===== src/rtl/ysyx_24100029_wb_arbiter.sv =====
// Round-robin writeback arbiter (ALU vs LSU) with a per-register pending-write scoreboard.
// Latency: grant is combinational in the request cycle; the register-file write is registered one cycle later.
// Backpressure: a loser's ready stays low until it wins; issue is stalled only when that rd's pending count is saturated.
module ysyx_24100029_wb_arbiter #(
    parameter int ADDR_WIDTH = 5,
    parameter int DATA_WIDTH = 32
) (
    input  logic                  clock,
    input  logic                  reset,
    input  logic                  alu_valid,
    input  logic [ADDR_WIDTH-1:0] alu_rd,
    input  logic [DATA_WIDTH-1:0] alu_data,
    output logic                  alu_ready,
    input  logic                  lsu_valid,
    input  logic [ADDR_WIDTH-1:0] lsu_rd,
    input  logic [DATA_WIDTH-1:0] lsu_data,
    output logic                  lsu_ready,
    input  logic                  iss_valid,
    input  logic [ADDR_WIDTH-1:0] iss_rd,
    output logic                  iss_ready,
    input  logic [ADDR_WIDTH-1:0] rs1_addr,
    input  logic [ADDR_WIDTH-1:0] rs2_addr,
    output logic                  rs1_busy,
    output logic                  rs2_busy,
    output logic                  rf_wen,
    output logic [ADDR_WIDTH-1:0] rf_waddr,
    output logic [DATA_WIDTH-1:0] rf_wdata,
    output logic                  sb_err
);

    localparam int NREG = 1 << ADDR_WIDTH;

    // rr_lsu=1 means the LSU wins the next contended cycle
    logic            rr_lsu;
    logic            alu_hs;
    logic            lsu_hs;
    logic            contended;
    logic [NREG-1:0] inc_vec;
    logic [NREG-1:0] dec_vec;
    logic [1:0]      cnt_q [NREG];
    logic [1:0]      cnt_d [NREG];
    logic            err_set;

    assign contended = alu_valid && lsu_valid;
    assign alu_hs    = alu_valid && alu_ready;
    assign lsu_hs    = lsu_valid && lsu_ready;

    // Grant: sole requester wins, contention resolved by the round-robin pointer; nothing granted in reset
    always_comb begin
        alu_ready = 1'b0;
        lsu_ready = 1'b0;
        if (reset) begin
            if (contended) begin
                lsu_ready = rr_lsu;
                alu_ready = !rr_lsu;
            end else begin
                alu_ready = alu_valid;
                lsu_ready = lsu_valid;
            end
        end
    end

    // Pointer flips only when both requesters competed, so the loser wins next time
    always_ff @(posedge clock or negedge reset) begin
        if (!reset) begin
            rr_lsu <= 1'b1;
        end else if (contended) begin
            rr_lsu <= !rr_lsu;
        end
    end

    // Registered RF write port; writes to x0 are accepted but never asserted
    always_ff @(posedge clock or negedge reset) begin
        if (!reset) begin
            rf_wen   <= 1'b0;
            rf_waddr <= '0;
            rf_wdata <= '0;
        end else begin
            rf_wen   <= (alu_hs && (alu_rd != '0)) || (lsu_hs && (lsu_rd != '0));
            rf_waddr <= lsu_hs ? lsu_rd : alu_rd;
            rf_wdata <= lsu_hs ? lsu_data : alu_data;
        end
    end

    // Decode issue (increment) and commit (decrement) into one-hot register vectors
    always_comb begin
        inc_vec = '0;
        dec_vec = '0;
        if (iss_valid && iss_ready && (iss_rd != '0)) inc_vec[iss_rd] = 1'b1;
        if (rf_wen) dec_vec[rf_waddr] = 1'b1;
    end

    // Next counts: simultaneous inc/dec cancel; decrementing an empty count flags underflow and holds 0
    always_comb begin
        err_set = 1'b0;
        for (int i = 0; i < NREG; i++) begin
            cnt_d[i] = cnt_q[i];
            if (inc_vec[i] && !dec_vec[i]) begin
                cnt_d[i] = cnt_q[i] + 2'd1;
            end else if (dec_vec[i] && !inc_vec[i]) begin
                if (cnt_q[i] == 2'd0) err_set = 1'b1;
                else                  cnt_d[i] = cnt_q[i] - 2'd1;
            end
        end
    end

    // Pending-count state and sticky underflow flag
    always_ff @(posedge clock or negedge reset) begin
        if (!reset) begin
            for (int i = 0; i < NREG; i++) cnt_q[i] <= 2'd0;
            sb_err <= 1'b0;
        end else begin
            cnt_q <= cnt_d;
            if (err_set) sb_err <= 1'b1;
        end
    end

    // Hazard queries and issue stall read current counts; x0 is never incremented so it reads 0
    assign rs1_busy  = (cnt_q[rs1_addr] != 2'd0);
    assign rs2_busy  = (cnt_q[rs2_addr] != 2'd0);
    assign iss_ready = !((iss_rd != '0) && (cnt_q[iss_rd] == 2'd3));

endmodule


===== config.mk =====
export PLATFORM = sky130hd
export DESIGN_NAME = ysyx_24100029_wb_arbiter
export DESIGN_NICKNAME = d
export VERILOG_FILES = /design/src/rtl/ysyx_24100029_wb_arbiter.sv
export SDC_FILE = /design/constraint.sdc
export NUM_CORES = 1
export LEC_CHECK = 0
export BUFFER_PORTS_ARGS = -buffer_cell sky130_fd_sc_hd__buf_2
export CAP_MARGIN = 30
export CORE_MARGIN = 4
export CORE_UTILIZATION = 35
export DETAILED_ROUTE_END_ITERATION = 8
export SYNTH_ARGS = -nofsm -noshare
export SYNTH_HDL_FRONTEND = slang
export SYNTH_SLANG_ARGS = --single-unit

===== constraint.sdc =====
create_clock -name clock -period 4 [get_ports clock]
set_input_delay 0.4 -clock clock [delete_from_list [all_inputs] [get_ports clock]]
set_output_delay 0.4 -clock clock [all_outputs]
set_load 0.03 [all_outputs]

# Yosys cells after proc, flatten, opt, wreduce, memory -nomap -nowiden
# Index checks and enable logic that the tools add are counted.
# totals
register_bits	104
in_bits	94
output_inout_bits	44
elab_cells	599
# classes
add_sub_neg	64
n_lt_le_gt_ge	7
n_eq_ne	33
mux	213
n_bitwise	3
reduce_logical	242
# op_table
cell	count
2-bit two-way mux	102
1-bit two-way mux	102
32-bit two-way mux	3
1-bit logical AND	74
2-bit nonzero test	34
1-bit logical NOT	66
2-bit by 1-bit adder with 2-bit output (second input constant)	32
2-bit logical NOT	32
2-bit inequality test (second input constant)	32
2-bit AND reduction	32
2-bit by 1-bit subtractor with 2-bit output (second input constant)	32
2-bit binary-select mux with 5-bit select	3
6-bit greater-or-equal comparator (second input constant)	3
5-bit inverter with 6-bit output	3
5-bit nonzero test	3
5-bit by 6-bit less-than comparator with 1-bit output (second input constant)	2
1-bit demux with 5-bit select	2
5-bit by 1-bit greater-or-equal comparator with 1-bit output (second input constant)	2
5-bit two-way mux	1
2-bit equality test (second input constant)	1
1-bit logical OR	1

# Longest topological paths before layout
# Gate-level depths: netlist (run 1).
# logic_depth
word_depth	107
depth_mapped	15

# Worst setup path after synthesis (run 1)
# No wires, ideal clock.
# synth_path
path_type	input -> register
from	input port iss_rd[0]
to	register sb_err
setup_time_ns	0.137
t_arrival_ns	3.009
required_time_ns	3.863
path_slack_ns	0.853
path_stages	13
n_path_buf	2
path_cell_list	buf_2 -> buf_6 -> mux4_2 -> a22o_4 -> a2111oi_4 -> a21boi_2 -> o21ai_1 -> ha_1 -> nor4b_1 -> a31oi_1 -> nand4_1 -> nor3b_1 -> nand4_1
# synth_between
elab_chain_len	107
word_cells_on_any_way	207
classes_between	order compare: 2; eq/ne: 1; mux: 101; bitwise: 1; reduce/logical: 102
# synth_rtl
item	line_no	rtl
from (decl)	19	input logic [ADDR_WIDTH-1:0] iss_rd,
5-bit inverter with 6-bit output (not written as such)	121	assign iss_ready = !((iss_rd != '0) && (cnt_q[iss_rd] == 2'd3));
2-bit binary-select mux with 5-bit select	121	
2-bit two-way mux (not written as such) (2 in a row)	121	
2-bit equality test	121	
1-bit logical AND	121	
1-bit logical NOT	121	
1-bit logical AND (2 in a row)	89	if (iss_valid && iss_ready && (iss_rd != '0)) inc_vec[iss_rd] = 1'b1;
32-bit two-way mux (*)	89	
[... 89 more ...]	n/a	
1-bit two-way mux	100	end else if (dec_vec[i] && !inc_vec[i]) begin
1-bit two-way mux	98	if (inc_vec[i] && !dec_vec[i]) begin
1-bit two-way mux	101	if (cnt_q[i] == 2'd0) err_set = 1'b1;
1-bit two-way mux	100	
1-bit two-way mux	98	
1-bit two-way mux	101	
1-bit two-way mux	100	
1-bit two-way mux (*)	98	
to (signal assigned)	111	sb_err <= 1'b0;
to (signal assigned)	114	if (err_set) sb_err <= 1'b1;
to (decl)	28	output logic sb_err
# Mark *: on every way between the ends. The rest lies on a longest branch, timed or not. The select of a mux whose other input is x is not followed.
# A chain may end at the register's enable or synchronous reset.

# Final worst setup path (run 1)
# layout_path
from	register cnt_q[55] (netlist name)
to	register sb_err
# layout_between
elab_chain_len	106
word_cells_on_any_way	201
classes_between	eq/ne: 1; mux: 99; reduce/logical: 101
# layout_rtl
item	line_no	rtl
from (decl)	40	logic [1:0] cnt_q [NREG];
from (signal assigned)	113	cnt_q <= cnt_d;
2-bit binary-select mux with 5-bit select	121	
2-bit two-way mux (not written as such) (2 in a row)	121	
2-bit equality test	121	
1-bit logical AND	121	
1-bit logical NOT	121	
1-bit logical AND (2 in a row)	89	
32-bit two-way mux	89	
1-bit logical NOT	100	
[... 88 more ...]	n/a	
1-bit two-way mux	100	
1-bit two-way mux	98	
1-bit two-way mux	101	
1-bit two-way mux	100	
1-bit two-way mux	98	
1-bit two-way mux	101	
1-bit two-way mux	100	
1-bit two-way mux (*)	98	
# Marked as above.

==> impl_summary.txt, run 1 <==
----------------------------------------------------
[Floorplan]
  Number of core rows ... 56
  Number of primary I/O pins ... 138
  Core footprint ... 23400 µm²
  Initial core utilization ... 35.6%
  Die Height ... 162 µm
  Die width ... 162 µm
  Die area ... 26300 µm²

[Power]
  Internal Power ... 1.84 mW
  Logic gate share of total power ... 25.4%
  Final Power ... 2.87 mW
  Register share of total power ... 43.2%
  Power density cells ... 289 nW/µm²
  Leakage power figure ... 5.00 nW
  Sw Pwr ... 1.03 mW
  Sw frac ... 35.8%
  Clock Power Share ... 31.4%
  Maximum vdd drop ... 0.237 mV

[Synthesis]
  Register area share after synthesis ... 31.3%
  Yosys warning total ... 0
  Distinct cell type count of the synthesized netlist ... 56
  Mean cell area of the mapped netlist ... 8.36 µm²
  Number of enable flip-flop cells after synthesis ... 0
  Total standard cell area after synthesis ... 8330 µm²
  Instance count of the mapped netlist ... 996
  Post-synthesis async set-or-reset flop share ... 100%
  Synth Register Bits ... 104
  Dominant synthesized flop cell ... dfrtp_1
  Syn_nets ... 1154

[Cells and area]
  Finished Cell Area ... 9940 µm²
  Total Nets Final ... 1323
  Share of cells above drive strength 1 ... 21.3%
  Storage element area ... 2600 µm²
  Antenna cell count ... 0
  Area used by multi-input combinational logic ... 5360 µm²
  End-of-flow core utilization ... 42.5%
  Fill cell count ... 2414
  Synthesis-to-finish area growth ... 19.4%
  Count of placed standard cells in the final layout, fillers left out ... 1489

[Place]
  DP Area ... 9640 µm²
  Worst setup slack after placement ... 0.212 ns
  Detail Placement HPWL ... 22300 µm
  Port buffer count ... 137
  Cell count after placement ... 1472
  Placer's final routability congestion estimate ... 1.02

[Clocking]
  Clock-pin transition on the worst setup and hold timing paths ... 0.08 ns
  Clock tree from TritonCTS ... done
  Worst-skew pair later-pin latency ... 0.36 ns
  Post-CTS setup buffers ... 0
  CTS HTree Levels ... 3
  Total clock sinks ... 104
  Buffers from clock root to sink, at most ... 2
  Number of buffers created by CTS ... 9
  Clock Tree Root ... clkbuf_16

[Critical path]
  Cell-by-cell trace of the critical path ... mux4_2 -> and2_1 -> a21o_1 -> a2111oi_4 -> o21ai_1 -> ha_1 -> nor4b_1 -> a31oi_1 -> nand4_1 -> nor3b_1 -> nand4_1
  Launching element of the worst setup path ... cnt_q[55]
  FF-to-FF setup slack ... 0.42 ns
  Element type at the critical path end ... flop
  End of the worst register-to-register path ... sb_err
  Library cell contributing the largest single delay on the critical path ... a2111oi_4
  Required time at the endpoint of the critical path ... 4.23 ns
  Start-to-end type of the worst setup path ... flop to flop
  Depth of the worst register-to-register path ... 11
  Kind of start point of the critical path ... flop
  R2R Path Start ... cnt_q[55]
  Most frequent cell on the critical path ... nand4_1
  WP data arrival ... 3.81 ns
  Delay of the slowest cell on the worst path ... 0.68 ns
  Biggest fanout along the worst timing path ... 8

[Worst hold path]
  Number of instances on the worst hold path ... 3
  Hold path endpoint ... rf_wdata[20]
  HP Start ... lsu_data[20]
  Worst hold-check path type ... input pin to flop

[Timing]
  Highest clock rate ... 280 MHz
  Period utilization ... 89.4%
  Final setup skew ... 0.0113 ns
  TNS Setup ... 0 ns
  Final worst setup slack ... 0.424 ns
  RSZ-0062 raised after global routing ... no
  Final number of setup-violating endpoints ... 0
  Final hold slack ... 0.222 ns
  Number of max-slew violations in the final report ... 0
  Slew Limit Headroom ... 32.3%
  Minimum clock period after layout ... 3.58 ns
  Slew at the pin closest to its max-slew limit ... 1.01 ns
  Final hold violation count ... 0

[Detailed routing]
  Routed length per instance ... 18.7 µm
  Number of nets with antenna violations after routing ... 0
  Routed via count divided by cell count ... 5.35
  Vias ... 7962
  Remaining design rule violation count ... 0
  Number of iterations in the first detailed-routing pass ... 6
  Starting DRC count in detailed routing ... 699
  Overall routed net length ... 27900 µm

[Global route]
  First-pass GRT wire length ... 42800 µm
  Via count of the first global-routing pass ... 7658
  Leftover overflow at the end of global routing ... 0
  Initial antenna violation count ... 0
  Largest net degree at the start of global routing ... 50
  Overall fraction of global-route tracks in use ... 21.0%

[Run]
  Count of maximum capacitance violations ... 0

[Status]
  Status ... completed

----------------------------------------------------
-- per-layer routing --
metal	global-route usage (%)	share of wire (%)	vias to the layer above
li1	-	-	3800
met5	0	0	-
met2	32.9	45	361
met3	5.00	8.8	62
met4	8.61	4.0	0
met1	28.1	43	3739
-- Yosys cell counts, drive strengths merged (6+ instances only) --
library cell,n,area (µm²)
a2111oi,8,208
a21boi,7,82.6
a21oi,37,185
buf,14,123
clkbuf,18,68.8
dfrtp,103,2580
ha,64,801
inv,48,180
mux2i,24,240
mux4,25,563
nand2,242,908
nand3,7,40.0
nand3b,21,158
nand4,6,37.5
nor2,74,278
nor2b,58,363
nor3,9,45.0
nor3b,37,283
nor4b,8,70.1
o21ai,128,641
o22ai,8,56.3
-- power by group through the flow --
stage,registers (mW),clock network (mW),logic (mW)
2_1_floorplan,1.33,0,0.358
3_3_place_gp,1.26,0,0.723
3_5_place_dp,1.26,0,0.728
4_1_cts,1.24,0.938,0.729
5_1_grt,1.26,0.978,0.791
6_report,1.24,0.901,0.729
-- placed cells by master (no fill, tap or decap), types with 6 or more instances in the layout --
cell	Yosys	routed
mux4_2	25	25
nor3b_1	36	35
o21ai_0	92	92
clkbuf_16	0	9
a2111oi_4	7	7
nor2_1	74	74
o22ai_1	7	7
nor2b_1	58	58
ha_1	64	64
a21oi_1	37	37
nand4_1	6	6
dfrtp_1	103	103
o21ai_1	36	36
nand3b_1	21	21
nand3_1	6	6
inv_1	48	48
nor4b_1	8	8
mux2i_1	24	24
nand2_1	242	242
buf_4	3	50
nor3_1	9	9
buf_2	4	137
-- layout make-up --
class | instances | share of cell area [%]
clock inverter | 6 | 0.604
clock buffer | 10 | 2.30
tap | 319 | 4.02
timing repair buffer | 190 | 11.2
inverter | 48 | 1.81
sequential | 104 | 26.2
multi-input combinational | 812 | 53.9
-- worst max path at each step --
stage | to | slack [ns]
floorplan | sb_err | 0.85
detailed placement | sb_err | 0.21
global route | sb_err | 0.18
global placement | sb_err | 0.23
CTS | sb_err | 0.48
finish | sb_err | 0.42
-- registers in the layout (all words and copies together) (netlist names) --
signal    count
cnt_q        64
sb_err        1
rf_waddr      5
rr_lsu        1
rf_wen        1
rf_wdata     32
-- cells by family after synthesis --
kind of cell | Yosys count | synth area share [%]
simple gates | 487 | 28.5
compound gates | 209 | 16.3
flops | 104 | 31.3
buf+inv | 80 | 4.46
fa+ha+maj | 64 | 9.62
mux | 49 | 9.65
other cells | 2 | 0.0902
xor+xnor | 1 | 0.105
-- repair_timing --
item                                   4_1_cts  5_1_grt
hold buffers                                 1        0
resized for setup                            0        0
endpoints found under the hold margin       14        0
-- worst max-delay path, delay by kind of cell (launching register included) --
kind	cells	cell delay, ns
simple gates	5	0.92
compound gates	4	1.33
fa+ha+maj	1	0.22
mux	1	0.49
flops	1	0.48
Power figures use the tool's default switching activity.
==> inputs of run 2 (changes only) <==
Settings changed: PLACE_DENSITY set to 0.52.
==> run 2 against run 1 <==
Global-route usage is 0.99 points higher. Combinational power is 0.8% lower. Register-to-register slack better by 0.03 ns. Sequential power hardly changed. First-iteration DRC count is 4.4% lower. Critical path type is now input pin to flop. Non-clock buffer count is 13 lower.
==> impl_summary.txt, run 2 (same netlist as run 1, synthesis figures left out) <==
----------------------------------------------------
[Global route]
  Initial antenna violation count ... 0 (unchanged)
  First-pass GRT wire length ... 45100 µm (+5.2%)
  Largest net degree at the start of global routing ... 56 (+12%)
  Overall fraction of global-route tracks in use ... 22.0% (+0.99 points)
  Via count of the first global-routing pass ... 7661 (+0.039%)
  Leftover overflow at the end of global routing ... 0 (unchanged)

[Clocking]
  Hold buffer count at CTS ... 0 (-1)
  Buffers from clock root to sink, at most ... 2 (unchanged)
  Number of instances resized during post-cts repair ... 0 (unchanged)
  Number of buffers created by CTS ... 9 (unchanged)
  Clock-pin transition on the worst setup and hold timing paths ... 0.09 ns (about the same)
  CTS HTree Levels ... 3 (unchanged)
  Total clock sinks ... 104 (unchanged)
  Clock Tree Root ... clkbuf_16
  Worst-skew pair later-pin latency ... 0.37 ns (about the same)
  Post-CTS setup buffers ... 0 (unchanged)
  Clock tree from TritonCTS ... done

[Detailed routing]
  Starting DRC count in detailed routing ... 668 (-4.4%)
  Vias ... 7870 (-1.2%)
  Overall routed net length ... 28900 µm (+3.8%)
  Routed length per instance ... 19.6 µm (+4.7%)
  Routed via count divided by cell count ... 5.33 (-0.28%)
  Remaining design rule violation count ... 0 (unchanged)
  Number of iterations in the first detailed-routing pass ... 5 (-1)
  Number of nets with antenna violations after routing ... 0 (unchanged)

[Power]
  Leakage power figure ... 4.95 nW (-1.1%)
  Sw Pwr ... 1.05 mW (+2.7%)
  Sw frac ... 35.6% (-0.13 points)
  Clock Power Share ... 33.4% (+2.0 points)
  Logic gate share of total power ... 24.4% (-1.0 points)
  Register share of total power ... 42.2% (-1.0 points)
  Power density cells ... 301 nW/µm² (+4.0%)
  Internal Power ... 1.90 mW (+3.3%)
  Maximum vdd drop ... 0.272 mV (+15%)

[Timing]
  TNS Setup ... 0 ns (unchanged)
  Final number of setup-violating endpoints ... 0 (unchanged)
  RSZ-0062 raised after global routing ... no
  Highest clock rate ... 277 MHz (-1.0%)
  Number of max-slew violations in the final report ... 0 (unchanged)
  Final hold violation count ... 0 (unchanged)
  Slew at the pin closest to its max-slew limit ... 1.04 ns (+0.0324 ns)
  Period utilization ... 90.3% (+0.91 points)
  Minimum clock period after layout ... 3.61 ns (+0.0366 ns)
  Slew Limit Headroom ... 30.4% (-1.9 points)
  Final hold slack ... 0.210 ns (-0.0118 ns)
  Final setup skew ... 0.0150 ns (+0.00377 ns)

[Floorplan]
  Initial core utilization ... 35.6% (unchanged)
  Die Height ... 162 µm (unchanged)
  Die area ... 26300 µm² (unchanged)
  Die width ... 162 µm (unchanged)
  Number of primary I/O pins ... 138 (unchanged)
  Number of core rows ... 56 (unchanged)
  Core footprint ... 23400 µm² (unchanged)

[Critical path]
  Cell-by-cell trace of the critical path ... buf_2 -> buf_4 -> mux2i_1 -> o22a_1 -> nand3_2 -> a2111oi_4 -> o21ai_1 -> ha_1 -> nor4b_1 -> a31oi_1 -> nand4_1 -> nor3b_1 -> nand4_1
  Biggest fanout along the worst timing path ... 16 (+8)
  FF-to-FF setup slack ... 0.45 ns (+0.03 ns)
  Most frequent cell on the critical path ... nand4_1
  Kind of start point of the critical path ... input pin
  Start-to-end type of the worst setup path ... input pin to flop
  Delay of the slowest cell on the worst path ... 0.68 ns (about the same)
  Element type at the critical path end ... flop
  Required time at the endpoint of the critical path ... 4.24 ns (about the same)
  Library cell contributing the largest single delay on the critical path ... a2111oi_4
  WP data arrival ... 3.86 ns (+0.05 ns)

[Place]
  Placer's final routability congestion estimate ... 0.958 (-6.4%)
  Port buffer count ... 137 (unchanged)
  Detail Placement HPWL ... 23000 µm (+3.2%)
  Cell count after placement ... 1460 (-0.82%)

[Cells and area]
  Number of flip-flops in the largest register ... 64 (unchanged)
  Total Nets Final ... 1310 (-0.98%)
  Antenna cell count ... 0 (unchanged)
  Share of cells above drive strength 1 ... 20.6% (-0.71 points)
  Count of placed standard cells in the final layout, fillers left out ... 1476 (-0.87%)
  Most common cell after layout, fill and taps aside ... nand2_1
  Commonest cells after routing, fill and taps aside ... 242 x nand2_1, 136 x buf_2, 103 x dfrtp_1
  Synthesis-to-finish area growth ... 18.3%
  Biggest register ... cnt_q
  Largest regs ... cnt_q (64), rf_wdata (32), rf_waddr (5)

[Status]
  Status ... completed

[Run]
  Count of maximum capacitance violations ... 0 (unchanged)

[Worst hold path]
  Worst hold-check path type ... input pin to flop

----------------------------------------------------
[run 2: worst max-delay path: cells and delay by family]
family,cells,cell delay [ns]
AOI/OAI and AO/OA,4,1.19
and+or+nand+nor,5,1.03
buffers and inverters,2,0.78
muxes,1,0.21
adders and majority gates,1,0.21
[run 2: final cells by class]
type | instances | area [µm²]
flip-flops and latches | 104 | 2600
repair buffers | 177 | 988
clock inverters | 7 | 95.1
fillers | 2444 | 13600
inverters | 48 | 180
clock buffers | 9 | 225
well taps | 319 | 399
multi-input cells | 812 | 5360
[run 2: metrics by stage]
| step | instance area (µm²) | worst slack [ns] | total power, mW | util (%) |
|---|---|---|---|---|
| 4_1_cts | 9850 | 0.457 | 2.99 | 42.1 |
| 6_report | 9850 | 0.387 | 2.96 | 42.1 |
| 2_1_floorplan | 8330 | 0.853 | 1.69 | - |
| 3_5_place_dp | 9530 | 0.0631 | 1.99 | 40.7 |
| 5_1_grt | 9850 | 0.186 | 3.11 | 42.1 |
| 3_3_place_gp | 9530 | 0.0433 | 1.99 | 40.7 |
[run 2: power by group through the flow]
stage                     Combinational, mW  Sequential [mW]  Clock (mW)
after detailed placement              0.722             1.27           0
after CTS                             0.723             1.25        1.02
after global placement                0.722             1.27           0
after global routing                  0.787             1.26        1.06
after floorplan                       0.358             1.33           0
final                                 0.723             1.25       0.988
[run 2: path summary, 6_finish.rpt]
| check | startpoint | to | depth (start not counted) |
|---|---|---|---|
| setup / recovery | iss_rd[1] | sb_err | 13 |
| hold / removal | lsu_data[23] | rf_wdata[23] | 3 |
| setup reg to reg | cnt_q[35] | sb_err | 11 |
| hold reg to reg | rr_lsu | rr_lsu | 1 |
| max in group asynchronous | reset | rf_waddr[0] | 3 |
| min in group asynchronous | reset | cnt_q[20] | 2 |
[run 2: metal layers]
layer / up-vias / track usage (%) / routed length [µm]
met5: - / 0 / 0
met4: 0 / 7.54 / 1050
met1: 3716 / 29.8 / 12400
met2: 326 / 34.9 / 13000
li1: 3764 / - / -
met3: 64 / 5.02 / 2470
